--- config.mk ---
export PLATFORM = sky130hd
export DESIGN_NAME = cart_load_buffer
export DESIGN_NICKNAME = d
export VERILOG_FILES = /design/src/rtl/cart_load_buffer.sv
export SDC_FILE = /design/constraint.sdc
export NUM_CORES = 1
export LEC_CHECK = 0
export BUFFER_PORTS_ARGS = -buffer_cell sky130_fd_sc_hd__buf_4
export CAP_MARGIN = 15
export CELL_PAD_IN_SITES_DETAIL_PLACEMENT = 0
export CELL_PAD_IN_SITES_GLOBAL_PLACEMENT = 2
export CORE_MARGIN = 2
export CORE_UTILIZATION = 48
export CTS_BUF_LIST = sky130_fd_sc_hd__clkbuf_16
export CTS_CLUSTER_SIZE = 24
export DETAILED_ROUTE_END_ITERATION = 10
export PLACE_DENSITY_LB_ADDON = 0.25
export RECOVER_POWER = 100
export SKIP_LAST_GASP = 1
export SYNTH_ARGS = -nofsm -noshare
export SYNTH_HDL_FRONTEND = slang
export SYNTH_SLANG_ARGS = --single-unit
--- constraint.sdc ---
create_clock -name clk -period 10.1 [get_ports clk]
set_input_delay 1.515 -clock clk [delete_from_list [all_inputs] [get_ports clk]]
set_output_delay 1.515 -clock clk [all_outputs]
set_load 0.005 [all_outputs]
--- src/rtl/cart_load_buffer.sv ---
// Byte staging FIFO between the HPS ioctl download and the cartridge SDRAM port.
// Optional CART_LOAD_CHECKSUM_EN adds a 16-bit additive checksum of drained bytes.
module cart_load_buffer #(
    parameter int DEPTH       = 8,
    parameter int WAIT_MARGIN = 2,
    parameter int HOLDOFF     = 2
) (
    input  logic        clk,
    input  logic        reset,
    input  logic        ioctl_isROM,
    input  logic        ioctl_wr,
    input  logic [24:0] ioctl_addr,
    input  logic [7:0]  ioctl_dout,
    output logic        ioctl_wait,
    output logic        mem_we,
    output logic [24:0] mem_addr,
    output logic [7:0]  mem_din,
    input  logic        mem_ready,
    output logic [24:0] rom_size,
    output logic        size_valid,
    output logic        load_done,
    output logic        overflow,
    output logic [15:0] checksum
);

    localparam int AW = $clog2(DEPTH);
    localparam int CW = AW + 1;
    localparam int HW = (HOLDOFF > 1) ? $clog2(HOLDOFF) : 1;
    localparam logic [CW-1:0] FULL_LVL  = CW'(DEPTH);
    localparam logic [CW-1:0] WAIT_LVL  = CW'(DEPTH - WAIT_MARGIN);
    localparam logic [HW-1:0] HOLD_LAST = HW'((HOLDOFF > 0) ? HOLDOFF - 1 : 0);

    typedef enum logic [1:0] {
        S_IDLE,
        S_HOLD,
        S_WAITRDY,
        S_SIZE
    } state_t;

    state_t        state;
    logic [32:0]   fifo_mem [DEPTH];
    logic [AW-1:0] wr_ptr;
    logic [AW-1:0] rd_ptr;
    logic [CW-1:0] count;
    logic [CW-1:0] count_next;
    logic [32:0]   head;
    logic          rom_q;
    logic          rise;
    logic          fall;
    logic          wr_req;
    logic          push;
    logic          pop;
    logic          drop;
    logic [24:0]   max_addr;
    logic [24:0]   max_base;
    logic [24:0]   max_next;
    logic          dl_ended;
    logic [HW-1:0] hold_cnt;
    logic [24:0]   size_s;

    assign rise   = ioctl_isROM & ~rom_q;
    assign fall   = ~ioctl_isROM & rom_q;
    assign wr_req = ioctl_isROM & ioctl_wr;
    assign pop    = (state == S_IDLE) && (count != '0) && mem_ready;
    // A full FIFO still takes a byte when the head leaves in the same cycle
    assign push   = wr_req & ((count != FULL_LVL) | pop);
    assign drop   = wr_req & ~push;
    assign head   = fifo_mem[rd_ptr];

    always_comb begin
        count_next = count;
        if (push && !pop) begin
            count_next = count + CW'(1);
        end else if (pop && !push) begin
            count_next = count - CW'(1);
        end
    end

    always_comb begin
        max_base = rise ? 25'd0 : max_addr;
        max_next = max_base;
        if (push && (ioctl_addr > max_base)) begin
            max_next = ioctl_addr;
        end
    end

    always_ff @(posedge clk) begin
        if (push) begin
            fifo_mem[wr_ptr] <= {ioctl_addr, ioctl_dout};
        end
    end

    always_ff @(posedge clk or posedge reset) begin
        if (reset) begin
            rom_q      <= 1'b0;
            wr_ptr     <= '0;
            rd_ptr     <= '0;
            count      <= '0;
            ioctl_wait <= 1'b0;
            overflow   <= 1'b0;
            max_addr   <= '0;
        end else begin
            rom_q      <= ioctl_isROM;
            count      <= count_next;
            ioctl_wait <= (count_next >= WAIT_LVL) & ioctl_isROM;
            max_addr   <= max_next;
            if (push) begin
                wr_ptr <= wr_ptr + AW'(1);
            end
            if (pop) begin
                rd_ptr <= rd_ptr + AW'(1);
            end
            if (drop) begin
                overflow <= 1'b1;
            end else if (rise) begin
                overflow <= 1'b0;
            end
        end
    end

    always_ff @(posedge clk or posedge reset) begin
        if (reset) begin
            state      <= S_IDLE;
            mem_we     <= 1'b0;
            mem_addr   <= '0;
            mem_din    <= '0;
            hold_cnt   <= '0;
            size_s     <= '0;
            rom_size   <= '0;
            size_valid <= 1'b0;
            load_done  <= 1'b0;
            dl_ended   <= 1'b0;
        end else begin
            mem_we    <= 1'b0;
            load_done <= 1'b0;
            if (rise) begin
                size_valid <= 1'b0;
                dl_ended   <= 1'b0;
            end else if (fall) begin
                dl_ended <= 1'b1;
            end
            unique case (state)
                S_IDLE: begin
                    if (pop) begin
                        mem_we              <= 1'b1;
                        {mem_addr, mem_din} <= head;
                        hold_cnt            <= '0;
                        state <= (HOLDOFF == 0) ? S_WAITRDY : S_HOLD;
                    end else if (dl_ended && (count == '0) && !rise) begin
                        dl_ended <= 1'b0;
                        size_s   <= 25'd1;
                        state    <= S_SIZE;
                    end
                end
                S_HOLD: begin
                    if (hold_cnt == HOLD_LAST) begin
                        state <= S_WAITRDY;
                    end else begin
                        hold_cnt <= hold_cnt + HW'(1);
                    end
                end
                S_WAITRDY: begin
                    if (mem_ready) begin
                        state <= S_IDLE;
                    end
                end
                S_SIZE: begin
                    // Stop doubling at bit 24 so the size saturates at 16 MiB
                    if ((size_s <= max_addr) && !size_s[24]) begin
                        size_s <= size_s << 1;
                    end else begin
                        rom_size   <= size_s;
                        size_valid <= 1'b1;
                        load_done  <= 1'b1;
                        state      <= S_IDLE;
                    end
                end
                default: state <= S_IDLE;
            endcase
        end
    end

`ifdef CART_LOAD_CHECKSUM_EN
    logic [15:0] sum_q;

    always_ff @(posedge clk or posedge reset) begin
        if (reset) begin
            sum_q <= '0;
        end else if (rise) begin
            sum_q <= '0;
        end else if (mem_we) begin
            sum_q <= sum_q + {8'h00, mem_din};
        end
    end

    assign checksum = sum_q;
`else
    assign checksum = 16'h0000;
`endif

endmodule

==> results of run 1 <==
[flip-flops by register name, summed over array words and instances, names as in the netlist]
| signal | cells |
|---|---|
| fifo_mem | 264 |
| max_addr | 25 |
| mem_addr | 25 |
| rom_size | 25 |
| size_s | 25 |
| mem_din | 8 |
| count | 4 |
| rd_ptr | 3 |
| wr_ptr | 3 |
| state | 2 |
| dl_ended | 1 |
| hold_cnt | 1 |
| ioctl_wait | 1 |
| load_done | 1 |
| mem_we | 1 |
| overflow | 1 |
| rom_q | 1 |
| size_valid | 1 |
[cell usage in the layout, fill, tap and decap left out, types with 8 or more instances in the layout]
cell / instances
inv_1: 72
nor2_1: 8
edfxtp_1: 264
clkbuf_16: 42
nand4_1: 12
conb_1: 16
mux2_2: 11
clkbuf_1: 45
nand2_1: 90
dfrtp_1: 125
a22o_1: 21
a21oi_1: 22
mux2i_1: 57
nand3_1: 8
ha_1: 54
o21ai_0: 48
clkbuf_4: 64
mux2_4: 12
mux4_2: 66
[final timing paths]
path                                       endpoint  slack, ns  cells after the start
max                          max_addr[14]$_DFF_PP0_       3.58                     10
min                        mem_addr[24]$_DFFE_PP0P_       0.48                      2
max reg2reg                  max_addr[14]$_DFF_PP0_       3.58                     10
min reg2reg                mem_addr[24]$_DFFE_PP0P_       0.48                      2
max in group asynchronous       load_done$_DFF_PP0_       6.39                      3
min in group asynchronous      state[1]$_DFFE_PP0P_       1.72                      2
[metrics by stage]
stage	hold WS (ns)	setup slack [ns]	total power, uW
floorplan	0.470	4.45	3070
global placement	0.463	5.27	3460
detailed placement	0.472	5.17	3480
CTS	0.484	5.72	4950
global route	0.500	2.80	5140
finish	0.475	3.58	4850
[area by class of cell]
class | count | area, sq um
fill | 2762 | 14900
sequential | 392 | 11100
multi-input combinational | 498 | 4760
clock buffer | 42 | 1050
timing repair buffer | 115 | 694
tap | 448 | 561
clock inverter | 32 | 264
inverter | 59 | 223
[power groups by stage]
stage | registers (uW) | logic (uW) | clock network, uW
floorplan | 2090 | 977 | 0
global placement | 2180 | 1280 | 0
detailed placement | 2180 | 1300 | 0
CTS | 2150 | 1300 | 1490
global route | 2190 | 1390 | 1570
finish | 2150 | 1240 | 1460
[worst min-delay path, stage by stage, from the launching register on]
cell	delay, ns
dfrtp_1	0.34
nand2_1	0.04
o21ai_0	0.06
[metal layers]
metal / global-route usage [%] / part of all wire [%] / routed length (um)
met1: 27.5 / 45 / 14900
met5: 0 / 0 / 0
met4: 4.24 / 1.3 / 434
met3: 3.21 / 5.0 / 1650
met2: 30.5 / 48 / 15800
[logic make-up (layout without fill, tap and decap cells)]
kind of cell | after synthesis | count (layout) | share of synthesized area (%)
compound gates | 124 | 124 | 5.37
xor+xnor | 6 | 6 | 0.320
fa+ha+maj | 54 | 54 | 4.11
buf+inv | 113 | 248 | 3.45
flops | 392 | 392 | 67.7
mux | 148 | 148 | 14.6
other cells | 1 | 16 | 0.0228
simple gates | 150 | 150 | 4.39
==> impl_metrics.py, run 1 <==
metrics = {
    "status": {
        "run_status": "complete, but fails checks",
        "violations_in_the_final_reports": "max-capacitance violations, max-slew violations",
    },
    "place": {
        "dp_cells": 1511,
        "dp_hpwl_um": 19500,
        "gpl.final_weighted_congestion": 0.767,
        "port_buffers": 100,
        "placed_area_sq_mm": 0.0176,
    },
    "final_layout": {
        "layoutNonFillerInstCount": 1586,
        "layout.core_utilization_pct": 55.6,
        "final_layout_size_suffix_gt1_share_pct": 20.8,
        "area_growth_syn_to_layout_pct": 13.7,
        "design_area_sq_mm": 0.0187,
        "layout.nets": 1199,
        "diodes": 0,
    },
    "timing": {
        "finalSetupViolCount": 0,
        "achievable-frequency_ghz": 0.153,
        "timing_worst_slew_pin_value_ns": 3.11,
        "final.setup.tns_ns": 0,
        "timing.final.crit_share_pct": 64.6,
        "hold_viol_final": 0,
        "unrepaired_setup_endpoints_after_global_routing": "no",
        "maxSlewHeadroom_pct": -109,
        "final-max-slew-violation-count": 465,
        "clock-skew-final_ns": 0.0122,
        "period_needed_ns": 6.52,
    },
    "drt": {
        "wl_um": 32800,
        "post_drt_via_cell_ratio": 5.40,
        "drt_initial_violations": 526,
        "detail_route.wl_per_cell_um": 20.7,
        "post-route-drc-count": 0,
        "drtPass1Iterations": 7,
        "count_of_vias_placed_by_the_detailed_router": 8557,
        "ant_nets": 0,
    },
    "hold_path": {
        "holdCritStartpoint": "mem_addr[24]$_DFFE_PP0P_",
        "worst_hold_path_type": "reg2reg",
    },
    "die": {
        "initial_core_util_pct": 48.9,
        "io_pins": 117,
        "std_cell_rows": 67,
        "die_width_um": 189,
        "die_area_sq_mm": 0.0357,
        "placeableCoreArea_sq_mm": 0.0336,
        "die_h_um": 189,
    },
    "synth": {
        "synth_warnings": 0,
        "async_flop_share_pct": 32.7,
        "number_of_flops_mapped_to_enable_cells_by_yosys": 264,
        "netlist_instances": 988,
        "top_cells_by_area_synth": "edfxtp_1 48%, dfrtp_1 19%, mux4_2 9.0%",
        "yosys.cell_types.count": 69,
        "synth_seq_area_share_pct": 67.7,
        "dominantRegCellSynth": "edfxtp_1",
        "synth_top_cells_by_count": "264 x edfxtp_1, 128 x dfrtp_1, 90 x nand2_1, 66 x mux4_2, 58 x inv_1",
        "post_synth_instance_area_sq_mm": 0.0164,
        "synth_top_area_cell": "edfxtp_1",
        "average_cell_area_after_synthesis_sq_um": 16.6,
        "synth_top_area_share_pct": 48.2,
        "yosysMostFrequentCell": "edfxtp_1",
        "postSynthRegisterBits": 392,
    },
    "worst_setup_path": {
        "crit_path_top_delay_cell": "clkbuf_1",
        "cp-start-kind": "flop",
        "timing.critical_path.cells": "inv_1, ha_1, or3b_1, nand3_2, clkbuf_1, a21oi_1, o31a_1, o21ai_0, clkbuf_1, mux2i_1",
        "timing.critical_path.max_delay_family": "buffers and inverters",
        "worst-path-max-fanout": 73,
        "critical_path_buf_inv_count": 3,
        "timing.critical_path.from": "count[1]$_DFF_PP0_",
        "reg2reg_from": "count[1]$_DFF_PP0_",
        "crit_path_end_kind": "flop",
        "cpPeakStageDelay_ns": 2.16,
        "crit_top_cell": "clkbuf_1",
        "crit_type": "reg2reg",
        "cp.arrival_ns": 6.95,
        "worst-endpoint-required_ns": 10.53,
    },
    "clocking": {
        "cts.repair.resized": 0,
        "cts_tree": "done",
        "cts_made_buffers": 41,
        "clock_tree.root_cell": "clkbuf_16",
        "clkSlewWorstSetupHoldPaths_ns": 0.06,
        "worst_skew_pair.late_latency_ns": 0.53,
        "buffer_depth_of_the_longest_clock_path": 3,
        "htree_levels": 2,
        "post_cts_repair_timing_setup_buffer_count": 0,
        "clock_sinks": 392,
        "cts_stage_hold_buffer_count": 0,
    },
    "global_route": {
        "grt_util_overall_pct": 19.0,
        "globalRouteOverflowTotal": 0,
        "first_global_vias": 8740,
        "pin_count_of_the_biggest_net_entering_global_routing": 77,
        "antenna_violations_before_repair": 0,
        "grt_first_pass_wirelength_um": 51600,
    },
    "power_and_ir_drop": {
        "total_switching_power_uw": 1430,
        "vdd.ir_drop.worst_v": 0.000157,
        "power.clock.fraction_pct": 30.0,
        "power_frac_comb_pct": 25.6,
        "internal_power_uw": 3420,
        "total_leakage_power_uw": 0.00739,
        "reg_power_share_pct": 44.4,
        "power_switching_share_pct": 29.5,
        "pwr_density_cell_mw_per_mm2": 259,
    },
    "job": {
        "maxCapViolations": 13,
    },
}
Note: power is estimated with default switching activity, not from simulation.
==> run 2: changes to the inputs <==
Settings changed: CORE_UTILIZATION 48 to 41.
Clock period 10.1 ns to 5.9 ns, I/O delays scaled along.
==> impl_metrics.py, run 2 (synthesis gave the netlist of run 1 again) <==
metrics = {
    "final_layout": {
        "layout.nets": 1203,
        "mostFrequentLayoutCell": "edfxtp_1",
        "most-common-layout-cells": "264 x edfxtp_1, 126 x dfrtp_1, 90 x nand2_1",
        "final_layout_size_suffix_gt1_share_pct": 18.9,
        "largest_reg_by_ff_count": "fifo_mem",
        "nFillCells": 3531,
        "largest_register_ff_count": 264,
        "area_growth_syn_to_layout_pct": 13.6,
        "design_area_sq_mm": 0.0187,
        "layout.core_utilization_pct": 47.1,
    },
    "place": {
        "dp_hpwl_um": 21700,
        "port_buffers": 100,
        "gpl.final_weighted_congestion": 0.745,
        "placed_area_sq_mm": 0.0178,
    },
    "worst_setup_path": {
        "critical_path.endpoint": "fifo_mem[6][18]$_DFFE_PP_",
        "rr_worst_depth": 9,
        "critical_path_buf_inv_count": 4,
        "rrSetupSlack_ns": 1.54,
        "crit_type": "reg2reg",
        "timing.critical_path.cells": "inv_1, ha_1, or3b_1, nand3_1, buf_4, inv_1, o21ai_0, nor3_1, clkbuf_2",
        "crit_path_top_delay_cell": "nor3_1",
        "worst-path-max-fanout": 72,
        "timing.critical_path.max_delay_family": "buffers and inverters",
        "cp.arrival_ns": 4.54,
        "worstReg2RegEnd": "fifo_mem[6][18]$_DFFE_PP_",
        "cp-start-kind": "flop",
        "cpPeakStageDelay_ns": 1.04,
        "crit_path_end_kind": "flop",
        "worst-endpoint-required_ns": 6.08,
        "critical_path_depth": 9,
        "reg2reg_from": "count[1]$_DFF_PP0_",
        "crit_top_cell": "inv_1",
        "timing.critical_path.from": "count[1]$_DFF_PP0_",
    },
    "status": {
        "violations_in_the_final_reports": "max-capacitance violations, max-slew violations",
        "run_status": "complete, but fails checks",
    },
    "timing": {
        "unrepaired_setup_endpoints_after_global_routing": "no",
        "period_needed_ns": 4.36,
        "maxSlewHeadroom_pct": -177,
        "final-max-slew-violation-count": 242,
        "clock-skew-final_ns": 0.0178,
        "hold_viol_final": 0,
        "final.hold.worst_slack_ns": 0.474,
        "achievable-frequency_ghz": 0.229,
        "final.setup.tns_ns": 0,
        "timing.final.crit_share_pct": 73.9,
        "timing_worst_slew_pin_value_ns": 4.13,
        "finalSetupViolCount": 0,
    },
    "clocking": {
        "cts_stage_hold_buffer_count": 0,
        "cts.repair.resized": 0,
        "clock_sinks": 392,
        "post_cts_repair_timing_setup_buffer_count": 0,
        "worst_skew_pair.late_latency_ns": 0.57,
        "cts_made_buffers": 43,
        "buffer_depth_of_the_longest_clock_path": 3,
        "htree_levels": 2,
        "clkSlewWorstSetupHoldPaths_ns": 0.06,
        "clock_tree.root_cell": "clkbuf_16",
        "cts_tree": "done",
    },
    "global_route": {
        "antenna_violations_before_repair": 1,
        "pin_count_of_the_biggest_net_entering_global_routing": 80,
        "grt_first_pass_wirelength_um": 53900,
        "first_global_vias": 9078,
        "globalRouteOverflowTotal": 0,
        "grt_util_overall_pct": 17.3,
    },
    "die": {
        "die_width_um": 204,
        "placeableCoreArea_sq_mm": 0.0396,
        "std_cell_rows": 73,
        "die_h_um": 204,
        "initial_core_util_pct": 41.5,
        "die_area_sq_mm": 0.0417,
        "io_pins": 117,
    },
    "power_and_ir_drop": {
        "total_leakage_power_uw": 0.00735,
        "pwr_density_cell_mw_per_mm2": 442,
        "vdd.ir_drop.worst_v": 0.000220,
    },
    "drt": {
        "wl_met1_um": 16000,
        "drtPass1Iterations": 7,
        "detail_route.wl_per_cell_um": 21.0,
        "routed.top_layer": "met4",
        "post_drt_via_cell_ratio": 5.13,
        "count_of_vias_placed_by_the_detailed_router": 8571,
        "detailroute.wirelength.met3_um": 1460,
        "drt_initial_violations": 374,
        "detailroute.wirelength.met2_um": 16800,
        "wl_um": 35000,
        "ant_nets": 0,
        "post-route-drc-count": 0,
    },
    "hold_path": {
        "worst_hold_path_type": "reg2reg",
        "min_path_cells": 2,
    },
    "job": {
        "maxCapViolations": 8,
    },
}
==> run 2: cell types whose count changed in the layout (fill, tap and decap cells not counted), moves of 4 or more <==
cell / before / now
mux2_2: 11 / 6
clkbuf_1: 45 / 49
mux2_1: 2 / 19
clkbuf_4: 64 / 56
mux2_4: 12 / 0
clkinv_2: 2 / 9
==> run 2: worst min-delay path, cell delays in order (launching register included) <==
cell and delay (ns):
dfrtp_1 0.34, nand2_1 0.04, o21ai_0 0.06
==> run 2: layer usage <==
layer | global-route usage, % | vias to the layer above
li1 | - | 3984
met1 | 23.9 | 4386
met2 | 28.0 | 144
met3 | 3.35 | 57
met4 | 4.87 | 0
met5 | 0 | -
==> run 2: through the flow <==
stage	setup slack, ns	std cells	total power (uW)
6_report	1.54	1670	8250
2_1_floorplan	0.835	1003	5260
3_5_place_dp	1.41	1590	5990
4_1_cts	1.99	1668	8470
3_3_place_gp	1.44	1590	5960
5_1_grt	1.01	1669	8750
==> run 2: how the worst min path moves through the flow <==
stage / slack (ns) / startpoint / endpoint
after CTS: 0.44 / ioctl_isROM / rom_q$_DFF_PP0_
after floorplan: 0.47 / size_valid$_DFF_PP0_ / size_valid$_DFF_PP0_
after detailed placement: 0.47 / mem_addr[11]$_DFFE_PP0P_ / mem_addr[11]$_DFFE_PP0P_
after global placement: 0.46 / mem_addr[11]$_DFFE_PP0P_ / mem_addr[11]$_DFFE_PP0P_
after global routing: 0.50 / mem_addr[11]$_DFFE_PP0P_ / mem_addr[11]$_DFFE_PP0P_
final: 0.47 / mem_din[7]$_DFFE_PP0P_ / mem_din[7]$_DFFE_PP0P_
==> run 2: final cells by class <==
class	count	area (sq um)	share of cell area, %
repair buffers	117	702	3.76
multi-input cells	498	4660	25.0
clock buffers	43	1080	5.76
inverters	59	223	1.19
diodes	1	2.50	0.0134
well taps	525	657	3.52
flip-flops and latches	392	11100	59.6
clock inverters	35	216	1.16
==> run 2: power by group <==
part | switching (uW) | internal (uW)
clock | 1080 | 1370
combinational | 1020 | 1030
sequential | 396 | 3350
==> run 3: changes to the inputs <==
Settings changed: CORE_UTILIZATION 41 to 45.
Clock period 5.9 ns to 4.56 ns, I/O delays scaled along.
==> impl_metrics.py, run 3 (synthesis gave the netlist of run 1 again) <==
metrics = {
    "status": {
        "run_status": "complete, but fails checks",
        "violations_in_the_final_reports": "max-capacitance violations, max-slew violations",
    },
    "clocking": {
        "buffer_depth_of_the_longest_clock_path": 3,
        "cts_made_buffers": 41,
        "clock_sinks": 392,
        "htree_levels": 2,
        "post_cts_repair_timing_setup_buffer_count": 0,
        "cts_tree": "done",
        "cts.repair.resized": 0,
        "clock_tree.root_cell": "clkbuf_16",
        "clkSlewWorstSetupHoldPaths_ns": 0.06,
        "worst_skew_pair.late_latency_ns": 0.54,
        "cts_stage_hold_buffer_count": 0,
    },
    "drt": {
        "detail_route.wl_per_cell_um": 20.6,
        "drtPass1Iterations": 4,
        "drt_initial_violations": 481,
        "post-route-drc-count": 0,
        "wl_um": 33200,
        "count_of_vias_placed_by_the_detailed_router": 8496,
        "post_drt_via_cell_ratio": 5.28,
        "ant_nets": 0,
    },
    "power_and_ir_drop": {
        "pwr_density_cell_mw_per_mm2": 569,
        "vdd.ir_drop.worst_v": 0.000335,
        "total_leakage_power_uw": 0.00738,
    },
    "worst_setup_path": {
        "cpPeakStageDelay_ns": 0.58,
        "critical_path_buf_inv_count": 1,
        "crit_type": "reg2reg",
        "worst-endpoint-required_ns": 5.01,
        "cp.arrival_ns": 4.17,
        "crit_path_end_kind": "flop",
        "cp-start-kind": "flop",
        "worst-path-max-fanout": 29,
        "timing.critical_path.cells": "or2b_2, nand2_1, ha_1, nand4_1, nor4_1, nand3_1, o31a_1, o21ai_2, clkbuf_2, mux2i_1",
        "timing.critical_path.max_delay_family": "simple AND/OR/NAND/NOR gates",
        "crit_path_top_delay_cell": "clkbuf_2",
        "reg2reg_from": "rom_q$_DFF_PP0_",
        "timing.critical_path.from": "rom_q$_DFF_PP0_",
    },
    "timing": {
        "unrepaired_setup_endpoints_after_global_routing": "no",
        "timing.final.crit_share_pct": 81.5,
        "timing_worst_slew_pin_value_ns": 1.64,
        "final-max-slew-violation-count": 58,
        "maxSlewHeadroom_pct": -9.63,
        "hold_viol_final": 0,
        "final.setup.tns_ns": 0,
        "clock-skew-final_ns": 0.00997,
        "finalSetupViolCount": 0,
        "achievable-frequency_ghz": 0.269,
        "period_needed_ns": 3.72,
    },
    "final_layout": {
        "design_area_sq_mm": 0.0187,
        "nFillCells": 3082,
        "layout.nets": 1202,
        "diodes": 0,
        "largest_reg_by_ff_count": "fifo_mem",
        "most-common-layout-cells": "264 x edfxtp_1, 125 x dfrtp_1, 90 x nand2_1",
        "layout.core_utilization_pct": 51.5,
        "final_layout_size_suffix_gt1_share_pct": 20.3,
        "mostFrequentLayoutCell": "edfxtp_1",
        "area_growth_syn_to_layout_pct": 13.6,
        "largest_register_ff_count": 264,
    },
    "global_route": {
        "pin_count_of_the_biggest_net_entering_global_routing": 75,
        "grt_util_overall_pct": 17.9,
        "first_global_vias": 8590,
        "grt_first_pass_wirelength_um": 51900,
        "antenna_violations_before_repair": 1,
        "globalRouteOverflowTotal": 0,
    },
    "die": {
        "die_area_sq_mm": 0.0381,
        "initial_core_util_pct": 45.3,
        "io_pins": 117,
        "die_width_um": 195,
        "std_cell_rows": 70,
        "placeableCoreArea_sq_mm": 0.0363,
        "die_h_um": 195,
    },
    "place": {
        "port_buffers": 100,
        "placed_area_sq_mm": 0.0177,
        "gpl.final_weighted_congestion": 0.749,
        "dp_hpwl_um": 20000,
    },
    "hold_path": {
        "worst_hold_path_type": "in2async",
    },
    "job": {
        "maxCapViolations": 2,
    },
}
## run 3: per-stage QoR
step	power (uW)	setup slack (ns)	hold WS (ns)	cells
after floorplan	6800	0.353	0.470	1003
after global routing	11300	0.447	0.339	1610
final	10600	0.842	0.276	1610
after global placement	7680	0.598	0.464	1534
after detailed placement	7720	0.529	0.472	1534
after CTS	10900	1.02	0.274	1609
## run 3: power breakdown
| part | switching, uW | internal [uW] |
|---|---|---|
| sequential | 553 | 4330 |
| combinational | 1280 | 1330 |
| clock | 1360 | 1770 |
## run 3: worst paths after layout
path	cells past startpoint	end	slack, ns
hold / removal	2	rom_size[1]$_DFFE_PP0P_	0.28
min in group clk	1	rom_q$_DFF_PP0_	0.36
setup / recovery	10	max_addr[17]$_DFF_PP0_	0.84
setup reg to reg	10	max_addr[17]$_DFF_PP0_	0.84
max in group asynchronous	3	mem_addr[17]$_DFFE_PP0P_	2.28
hold reg to reg	2	mem_addr[1]$_DFFE_PP0P_	0.48
## run 3: metal layers
layer	vias up	GRT usage [%]	wire [um]
met2	148	29.0	16000
li1	3991	-	-
met1	4316	25.8	15500
met5	-	0	13
met4	2	4.21	496
met3	39	2.83	1280
## run 3: area by class of cell
cell class | count | area (sq um) | area share [%]
sequential | 392 | 11100 | 59.6
clock inverter | 32 | 189 | 1.01
inverter | 59 | 226 | 1.21
multi-input combinational | 498 | 4740 | 25.4
clock buffer | 43 | 1080 | 5.76
timing repair buffer | 118 | 718 | 3.85
tap | 468 | 586 | 3.14
